### config.mk
export PLATFORM = sky130hd
export DESIGN_NAME = bch_syndrome
export DESIGN_NICKNAME = d
export VERILOG_FILES = /design/src/rtl/bch_syndrome.sv
export SDC_FILE = /design/constraint.sdc
export NUM_CORES = 1
export LEC_CHECK = 0
export CAP_MARGIN = 20
export CORE_UTILIZATION = 34
export DETAILED_ROUTE_END_ITERATION = 12
export GPL_ROUTABILITY_DRIVEN = 1
export PLACE_DENSITY = 0.63
export REMOVE_ABC_BUFFERS = 1
export SYNTH_ARGS = -nofsm -noshare
export SYNTH_HDL_FRONTEND = slang
export SYNTH_SLANG_ARGS = --single-unit
### constraint.sdc
create_clock -name clk -period 3.45 [get_ports clk]
set_input_delay 0.69 -clock clk [delete_from_list [all_inputs] [get_ports clk]]
set_output_delay 0.69 -clock clk [all_outputs]
set_load 0.01 [all_outputs]
### src/rtl/bch_syndrome.sv
// bch_syndrome: streaming BCH syndrome generator for the HQC decoder chain.
// Absorbs codeword bits MSB first with a Horner update S_i <- S_i*alpha^i ^ r
// for i = 1..2*PARAM_DELTA over GF(2^PARAM_M), and returns one syndrome per
// READ command through the common enable/in_1/in_2/out_1/ready interface.
// Optional build macro: SYNDROME_ZERO_FLAG_EN adds an all-zero detector that
// READ index 8'hFF reports as {31'b0, all_zero}.
module bch_syndrome #(
   parameter int                 PARAM_M     = 9,
   parameter int                 PARAM_DELTA = 4,
   parameter logic [PARAM_M:0]   PARAM_POLY  = 10'h211
) (
   input  logic        clk,
   input  logic        rst,
   input  logic        enable,
   input  logic [31:0] in_1,
   input  logic [31:0] in_2,
   output logic [31:0] out_1,
   output logic        ready
);

   localparam int NSYN = 2 * PARAM_DELTA;

   typedef enum logic [1:0] {IDLE, BUSY, DONE} state_t;

   localparam logic [1:0] OP_CLEAR  = 2'b00;
   localparam logic [1:0] OP_ABSORB = 2'b01;
   localparam logic [1:0] OP_READ   = 2'b10;

   // Multiply by x modulo the field polynomial.
   function automatic logic [PARAM_M-1:0] xtime(input logic [PARAM_M-1:0] a);
      logic [PARAM_M-1:0] r;
      r = a << 1;
      if (a[PARAM_M-1]) r = r ^ PARAM_POLY[PARAM_M-1:0];
      return r;
   endfunction

   // x^e reduced modulo the field polynomial; evaluated at elaboration.
   function automatic logic [PARAM_M-1:0] alpha_pow(input int e);
      logic [PARAM_M-1:0] p;
      p = {{(PARAM_M-1){1'b0}}, 1'b1};
      for (int j = 0; j < e; j++) p = xtime(p);
      return p;
   endfunction

   // GF(2^M) product; with a constant operand this folds into an XOR network.
   function automatic logic [PARAM_M-1:0] gf_mul(input logic [PARAM_M-1:0] a,
                                                 input logic [PARAM_M-1:0] c);
      logic [PARAM_M-1:0] acc;
      acc = '0;
      for (int j = PARAM_M - 1; j >= 0; j--) begin
         acc = xtime(acc);
         if (a[j]) acc = acc ^ c;
      end
      return acc;
   endfunction

   state_t             state, state_nx;
   logic               enable_q;
   logic               fire;
   logic [1:0]         opcode;
   logic [31:0]        shreg;
   logic [5:0]         cnt;
   logic [PARAM_M-1:0] syn      [1:NSYN];
   logic [PARAM_M-1:0] syn_step [1:NSYN];
   logic [31:0]        rd_val;
   logic               unused_in_1;

   assign opcode      = in_1[31:30];
   assign fire        = enable & ~enable_q & (state == IDLE);
   assign ready       = (state == DONE);
   assign unused_in_1 = ^in_1[29:8];

   // One Horner step per syndrome: multiply by its alpha^i, add the current bit.
   for (genvar i = 1; i <= NSYN; i++) begin : g_step
      localparam logic [PARAM_M-1:0] ALPHA_I = alpha_pow(i);
      assign syn_step[i] = gf_mul(syn[i], ALPHA_I) ^ {{(PARAM_M-1){1'b0}}, shreg[31]};
   end

   // READ result mux: in-range index selects a syndrome, anything else is zero.
   always_comb begin
      rd_val = '0;
      for (int k = 1; k <= NSYN; k++) begin
         if (in_1[7:0] == 8'(k)) rd_val = {{(32-PARAM_M){1'b0}}, syn[k]};
      end
`ifdef SYNDROME_ZERO_FLAG_EN
      if (in_1[7:0] == 8'hFF) begin
         rd_val = 32'd1;
         for (int k = 1; k <= NSYN; k++) begin
            if (syn[k] != '0) rd_val = 32'd0;
         end
      end
`endif
   end

   // State register and enable edge detector.
   always_ff @(posedge clk or negedge rst) begin
      if (!rst) begin
         state    <= IDLE;
         enable_q <= 1'b0;
      end else begin
         // NOTE: sequential state uses non-blocking assignments so every register samples pre-edge values.
         state    <= state_nx;
         enable_q <= enable;
      end
   end

   // Next-state logic: ABSORB waits in BUSY for its bits, all else goes straight to DONE.
   always_comb begin
      // NOTE: default assigned first so no path through the case infers a latch.
      state_nx = state;
      case (state)
         IDLE: if (fire) state_nx = (opcode == OP_ABSORB) ? BUSY : DONE;
         BUSY: if (cnt == 6'd1) state_nx = DONE;
         DONE: state_nx = IDLE;
         default: state_nx = IDLE;
      endcase
   end

   // Datapath: command execution, bit streaming and the READ output register.
   always_ff @(posedge clk or negedge rst) begin
      if (!rst) begin
         // NOTE: the syndrome array is reset element-wise because reset must clear all syndromes; a large RAM would not be.
         for (int k = 1; k <= NSYN; k++) syn[k] <= '0;
         shreg <= '0;
         cnt   <= '0;
         out_1 <= '0;
      end else begin
         case (state)
            IDLE: begin
               if (fire) begin
                  case (opcode)
                     OP_CLEAR: for (int k = 1; k <= NSYN; k++) syn[k] <= '0;
                     OP_ABSORB: begin
                        shreg <= in_2;
                        cnt   <= (in_1[5:0] == 6'd0) ? 6'd32 : in_1[5:0];
                     end
                     OP_READ: out_1 <= rd_val;
                     default: ;
                  endcase
               end
            end
            BUSY: begin
               for (int k = 1; k <= NSYN; k++) syn[k] <= syn_step[k];
               shreg <= shreg << 1;
               cnt   <= cnt - 6'd1;
            end
            default: ;
         endcase
      end
   end

endmodule

==> flow_metrics.env, run 1 <==
export IMPL_status="complete, no violations"
export IMPL_grt_use_met2=0.2642
export IMPL_dr_pass1_iters=4
export IMPL_fin_crit_ns=2.588
export IMPL_crit_chain="clkdlybuf4s50_1 -> nor3b_4 -> and3_1 -> nand2_1 -> a221oi_1 -> a21oi_1"
export IMPL_busiest_layer="met2"
export IMPL_cp_start_kind="input pin"
export IMPL_netlist_area_sq_um=6107
export IMPL_async_flop_share=1.000
export IMPL_crit_path_start="enable"
export IMPL_use_met1=0.2150
export IMPL_rsz0062_at_grt="no"
export IMPL_initial_core_util=0.3506
export IMPL_ir_worst_vdd_uv=454.1
export IMPL_cp_num_cells=6
export IMPL_htreeDepth=4
export IMPL_grt_antenna_before_repair=0
export IMPL_wirelength_um=14110
export IMPL_synth_seq_cells=122
export IMPL_r2r_cells=5
export IMPL_gp_congestion=0.8148
export IMPL_path_class="in2reg"
export IMPL_cap_violations=0
export IMPL_dp_slack_ns=0.4674
export IMPL_skew_ns=0.01015
export IMPL_rr_endpoint="out_1[7]"
export IMPL_worstMarginPinSlew_ns=0.7556
export IMPL_cp_endpoint="out_1[7]"
export IMPL_grt_max_degree=73
export IMPL_grt_overflow=0
export IMPL_cts_tree="built"
export IMPL_synth_yosys_warnings=0
export IMPL_reg2reg_from="state[1]"
export IMPL_ctsLongestPathBuffers=2
export IMPL_p_sw_frac=0.3308
export IMPL_synth_top_area_cell="dfrtp_1"
export IMPL_coreArea_sq_um=17420
export IMPL_path_buf_inv=1
export IMPL_end_kind="flip-flop"
export IMPL_grt_pass1_wl_um=23620
export IMPL_worstPathMaxFanout=13
export IMPL_port_buffers=54
export IMPL_post_cts_setup_buffers=0
export IMPL_p_total_w=0.006213
export IMPL_met3_usage=0.04027
export IMPL_slew_viol_final=0
export IMPL_synth_most_common_cell="dfrtp_1"
export IMPL_p_sw_w=0.002055
export IMPL_nets=721
export IMPL_grt_usage=0.1638
export IMPL_synth_edf_count=0
export IMPL_grt_pass1_vias=4623
export IMPL_post_route_period_util=0.7502
export IMPL_synth_cells=607
export IMPL_die_area_sq_um=18500
export IMPL_synthTopCellsByArea="dfrtp_1, o21ai_0, mux2i_1, nand2_1, a22o_1"
export IMPL_clkPwrFrac=0.309
export IMPL_setup_viol=0
export IMPL_dp_hpwl_um=9451
export IMPL_slowest_stage="and3_1"
export IMPL_crit_path_max_incr_delay_ns=0.56
export IMPL_drc_errors=0
export IMPL_synthToLayoutAreaGrowth_pct=21.63
export IMPL_avgRoutedWirePerCell_um=15.85
export IMPL_leakagePower_nw=3.323
export IMPL_hold_violations=0
export IMPL_slew_headroom=0.4963
export IMPL_clock_sinks=122
export IMPL_vias=4621
export IMPL_die_width_um=136.0
export IMPL_cts_buffers_inserted=17
export IMPL_p_per_area_nw_per_um2=836.4
export IMPL_die_y_um=136.0
export IMPL_drtAntennaViolNets=0
export IMPL_synth_top_area_frac=0.4999
export IMPL_yosysUniqueCellTypes=52
export IMPL_root_buffer="clkbuf_16"
export IMPL_n_antenna_cell=0
export IMPL_p_comb_frac=0.266
export IMPL_cp_data_required_time_ns=3.73
export IMPL_fp_row_count=48
export IMPL_ys_top_cells_by_count="dfrtp_1, o21ai_0, nand2_1, mux2i_1, a22o_1"
export IMPL_critPathTopFamily="simple AND/OR/NAND/NOR gates"
export IMPL_boundaryPins=100
export IMPL_cts_hold_buf=0
export IMPL_synth_area_per_cell_sq_um=10.06
export IMPL_synth_seq_area_share=0.4999
export IMPL_seqPwrFrac=0.425
export IMPL_drtIter0Drc=310
export IMPL_synth_ff_type="dfrtp_1"
export IMPL_avgViaCountPerCell=5.192
export IMPL_drive_above_1_share=0.08571
export IMPL_intPower_w=0.004158
export IMPL_worst_slack_ns=0.8617
export IMPL_hold_path_class="in2async"
export IMPL_fmax_mhz=386.3
export IMPL_post_cts_resized=0
export IMPL_arrival_ns=2.87
export IMPL_worst_skew_pair_late_latency_ns=0.41
export IMPL_reg2reg_slack_ns=1.04
export IMPL_cts_clk_slew_worst_paths_ns=0.06
area by class of cell:
| type | instances | area (sq um) |
|---|---|---|
| Clock inverter | 12 | 196.4 |
| Sequential cell | 122 | 3053 |
| Multi-Input combinational cell | 434 | 2773 |
| Inverter | 12 | 45.04 |
| Timing Repair Buffer | 65 | 633.1 |
| Tap cell | 225 | 281.5 |
| Fill cell | 1637 | 9988 |
| Clock buffer | 20 | 446.7 |
stage by stage:
step,cells,setup TNS (ns),util,hold slack [ns],instance area [sq um]
after floorplan,568,-41.27,-,0.3944,5852
after global placement,858,0,0.3896,0.4617,6785
after detailed placement,858,0,0.3896,0.4756,6785
after CTS,890,0,0.4265,0.2512,7428
after global routing,890,0,0.4265,0.2615,7428
final,890,0,0.4265,0.2395,7428
worst reg2reg max path, stage by stage, from the launching register on:
cell and delay [ns]:
dfrtp_1 0.54, nor3b_4 0.36, and3_1 0.56, nand2_1 0.35, a221oi_1 0.36, a21oi_1 0.12
registers in the layout (all words and copies together), names as in the netlist:
register and cells:
syn 72, out_1 9, state 2, shreg 32, cnt 6, enable_q 1
how the worst min path moves through the flow:
stage / startpoint / endpoint / slack, ns / depth (start not counted)
3_3_place_gp: shreg[18] / shreg[19] / 0.46 / 2
3_5_place_dp: shreg[18] / shreg[19] / 0.48 / 2
2_1_floorplan: rst / cnt[0] / 0.39 / 0
5_1_grt: rst / shreg[26] / 0.26 / 1
4_1_cts: rst / shreg[26] / 0.25 / 1
6_report: rst / shreg[27] / 0.24 / 1
kinds of logic (layout without fill, tap and decap cells):
family	Yosys count	count (layout)	synth area share
flip-flops	122	122	0.4999
other	1	23	0.0006140
AO/OA/AOI/OAI	184	184	0.1907
buffers and inverters	73	109	0.06269
XOR/XNOR	39	39	0.05593
multiplexers	43	43	0.07109
AND/OR/NAND/NOR	143	143	0.1149
adder cells (fa/ha/maj)	2	2	0.004097
power by group through the flow:
stage	sequential (W)	combinational, W	clock (W)
floorplan	0.00248	0.00119	0
global placement	0.00262	0.00159	0
detailed placement	0.00265	0.00165	0
CTS	0.00264	0.00167	0.00195
global route	0.00272	0.00188	0.00202
finish	0.00264	0.00165	0.00192
per-layer routing:
metal / routed length (um) / vias to the layer above
met5: 0 / -
met4: 184 / 0
met3: 706 / 16
met2: 6755 / 123
met1: 6459 / 2289
li1: - / 2193
cell usage in the layout (no fill, tap or decap), types with 5 or more instances in the layout:
master | netlist | routed
dfrtp_1 | 122 | 122
o21ai_0 | 82 | 82
nand2_1 | 78 | 78
clkdlybuf4s50_1 | 0 | 53
mux2i_1 | 40 | 40
a22o_1 | 32 | 32
xnor2_1 | 30 | 30
nor2_1 | 25 | 25
conb_1 | 1 | 23
clkbuf_16 | 0 | 17
a21oi_1 | 16 | 16
o21ai_1 | 14 | 14
inv_1 | 11 | 11
buf_4 | 24 | 11
xor2_1 | 9 | 9
a221oi_1 | 8 | 8
o22ai_1 | 8 | 8
o311a_1 | 7 | 7
a21o_1 | 7 | 7
nand3_1 | 5 | 5
or3_1 | 5 | 5
bufinv_16 | 0 | 5
No activity file was read; power rests on OpenSTA's default activity.
==> inputs of run 2 (changes only) <==
Clock period 3.45 ns to 2.6 ns, I/O delays scaled along.
==> flow_metrics.env, run 2 (synthesized netlist as in run 1, its figures left out) <==
export IMPL_drtAntennaViolNets=0
export IMPL_final_area_sq_um=7462
export IMPL_fin_crit_ns=2.307
export IMPL_reg_largest_list="syn (72), shreg (32), out_1 (9)"
export IMPL_rsz0062_at_grt="no"
export IMPL_p_per_area_nw_per_um2=1072
export IMPL_slowest_stage="dfrtp_1"
export IMPL_p_sw_w=0.002736
export IMPL_avgRoutedWirePerCell_um=15.90
export IMPL_hold_violations=0
export IMPL_seqPwrFrac=0.439
export IMPL_clkPwrFrac=0.284
export IMPL_die_width_um=136.0
export IMPL_coreArea_sq_um=17420
export IMPL_cts_tree="built"
export IMPL_n_antenna_cell=0
export IMPL_final_cell_mix="dfrtp_1, o21ai_0, nand2_1, clkdlybuf4s50_1, mux2i_1"
export IMPL_post_route_period_util=0.8872
export IMPL_dr_pass1_iters=4
export IMPL_path_buf_inv=1
export IMPL_dpl_cell_area_sq_um=6883
export IMPL_cap_violations=0
export IMPL_die_y_um=136.0
export IMPL_cts_buffers_inserted=17
export IMPL_fmax_mhz=433.5
export IMPL_grt_pass1_wl_um=23460
export IMPL_post_cts_setup_buffers=0
export IMPL_crit_path_max_incr_delay_ns=0.59
export IMPL_slew_headroom=0.5506
export IMPL_cp_start_kind="flip-flop"
export IMPL_gp_congestion=0.7908
export IMPL_p_sw_frac=0.3419
export IMPL_top_register="syn"
export IMPL_largest_reg_flops=72
export IMPL_setup_tns_ns=0
export IMPL_avgViaCountPerCell=5.198
export IMPL_htreeDepth=4
export IMPL_nets=725
export IMPL_wirelength_um=14210
export IMPL_worstPathMaxFanout=10
export IMPL_port_buffers=54
export IMPL_grt_antenna_before_repair=0
export IMPL_status="complete, no violations"
export IMPL_initial_core_util=0.3506
export IMPL_p_comb_frac=0.278
export IMPL_setup_viol=0
export IMPL_dp_hpwl_um=9610
export IMPL_path_class="reg2out"
export IMPL_grt_usage=0.1668
export IMPL_worst_skew_pair_late_latency_ns=0.43
export IMPL_slew_viol_final=0
export IMPL_hold_path_class="reg2reg"
export IMPL_drtIter0Drc=340
export IMPL_fillers=1662
export IMPL_critPathTopFamily="flip-flops"
export IMPL_ctsLongestPathBuffers=2
export IMPL_finish_utilization=0.4284
export IMPL_die_area_sq_um=18500
export IMPL_vias=4647
export IMPL_cp_data_required_time_ns=2.08
export IMPL_ir_worst_vdd_uv=524.7
export IMPL_drive_above_1_share=0.08819
export IMPL_grt_overflow=0
export IMPL_grt_pass1_vias=4529
export IMPL_final_common_cell="dfrtp_1"
export IMPL_synthToLayoutAreaGrowth_pct=22.19
export IMPL_crit_chain="nor2b_1 -> clkdlybuf4s50_1"
export IMPL_leakagePower_nw=3.353
export IMPL_boundaryPins=100
export IMPL_root_buffer="clkbuf_16"
export IMPL_intPower_w=0.005265
export IMPL_end_kind="output pin"
export IMPL_drc_errors=0
export IMPL_clock_sinks=122
export IMPL_skew_ns=0.004177
export IMPL_cts_clk_slew_worst_paths_ns=0.05
export IMPL_worstMarginPinSlew_ns=0.6741
export IMPL_fp_row_count=48
export IMPL_arrival_ns=1.79
export IMPL_grt_max_degree=93
[run 2: cell count changes in the layout (fill, tap and decap cells not counted), sizes merged]
cell | before | now
clkinv | 4 | 6
dlygate4sd3 | 0 | 1
clkbuf | 20 | 25
bufinv | 5 | 1
clkinvlp | 3 | 0
buf | 12 | 15
[run 2: worst min-delay path, delay by kind of cell (launching register included)]
kind | cells | cell delay, ns
DFF | 1 | 0.34
AOI/OAI and AO/OA | 1 | 0.06
and+or+nand+nor | 1 | 0.05
[run 2: area by class of cell]
cell class	instances	area [sq um]	area share
flip-flops and latches	122	3053	0.4091
multi-input cells	434	2773	0.3716
repair buffers	69	740.7	0.09926
clock buffers	25	505.5	0.06774
well taps	225	281.5	0.03773
clock inverters	7	63.81	0.008551
inverters	12	45.04	0.006036
[run 2: metrics by stage]
| step | setup slack (ns) | total power [W] | hold slack [ns] | std cells |
|---|---|---|---|---|
| 2_1_floorplan | -1.787 | 0.004865 | 0.2244 | 568 |
| 3_3_place_gp | 0.1916 | 0.005631 | 0.4493 | 861 |
| 3_5_place_dp | 0.1999 | 0.005764 | 0.4562 | 861 |
| 5_1_grt | 0.2260 | 0.008524 | 0.5020 | 894 |
| 4_1_cts | 0.2530 | 0.008087 | 0.4827 | 894 |
| 6_report | 0.2932 | 0.008000 | 0.4789 | 894 |
[run 2: worst paths after layout]
check                               start   endpoint  slack [ns]  cells after the start
worst min-delay path            shreg[15]  shreg[16]        0.48                      2
worst min register to register  shreg[15]  shreg[16]        0.48                      2
worst max register to register   state[1]   out_1[2]        0.68                      5
worst max-delay path             state[1]      ready        0.29                      2
min in group asynchronous             rst  shreg[26]        0.54                      2
max in group asynchronous             rst    syn[65]        1.41                      3
[run 2: layer usage]
layer	up-vias	share of wire	track usage
li1	2203	-	-
met4	0	0.033	0.09321
met5	-	0	0
met2	129	0.46	0.2535
met3	33	0.049	0.04847
met1	2282	0.46	0.2117
[run 2: repair_timing]
| action | 4_1_cts | 5_1_grt |
|---|---|---|
| hold buffers | 1 | 0 |
| gates resized for setup | 0 | 0 |
| hold endpoints to repair | 18 | 0 |
[run 2: power groups by stage]
stage	sequential (W)	combinational, W	clock [W]
floorplan	0.00329	0.00158	0
global placement	0.00349	0.00214	0
detailed placement	0.00352	0.00224	0
CTS	0.00350	0.00225	0.00233
global route	0.00363	0.00249	0.00240
finish	0.00351	0.00222	0.00227
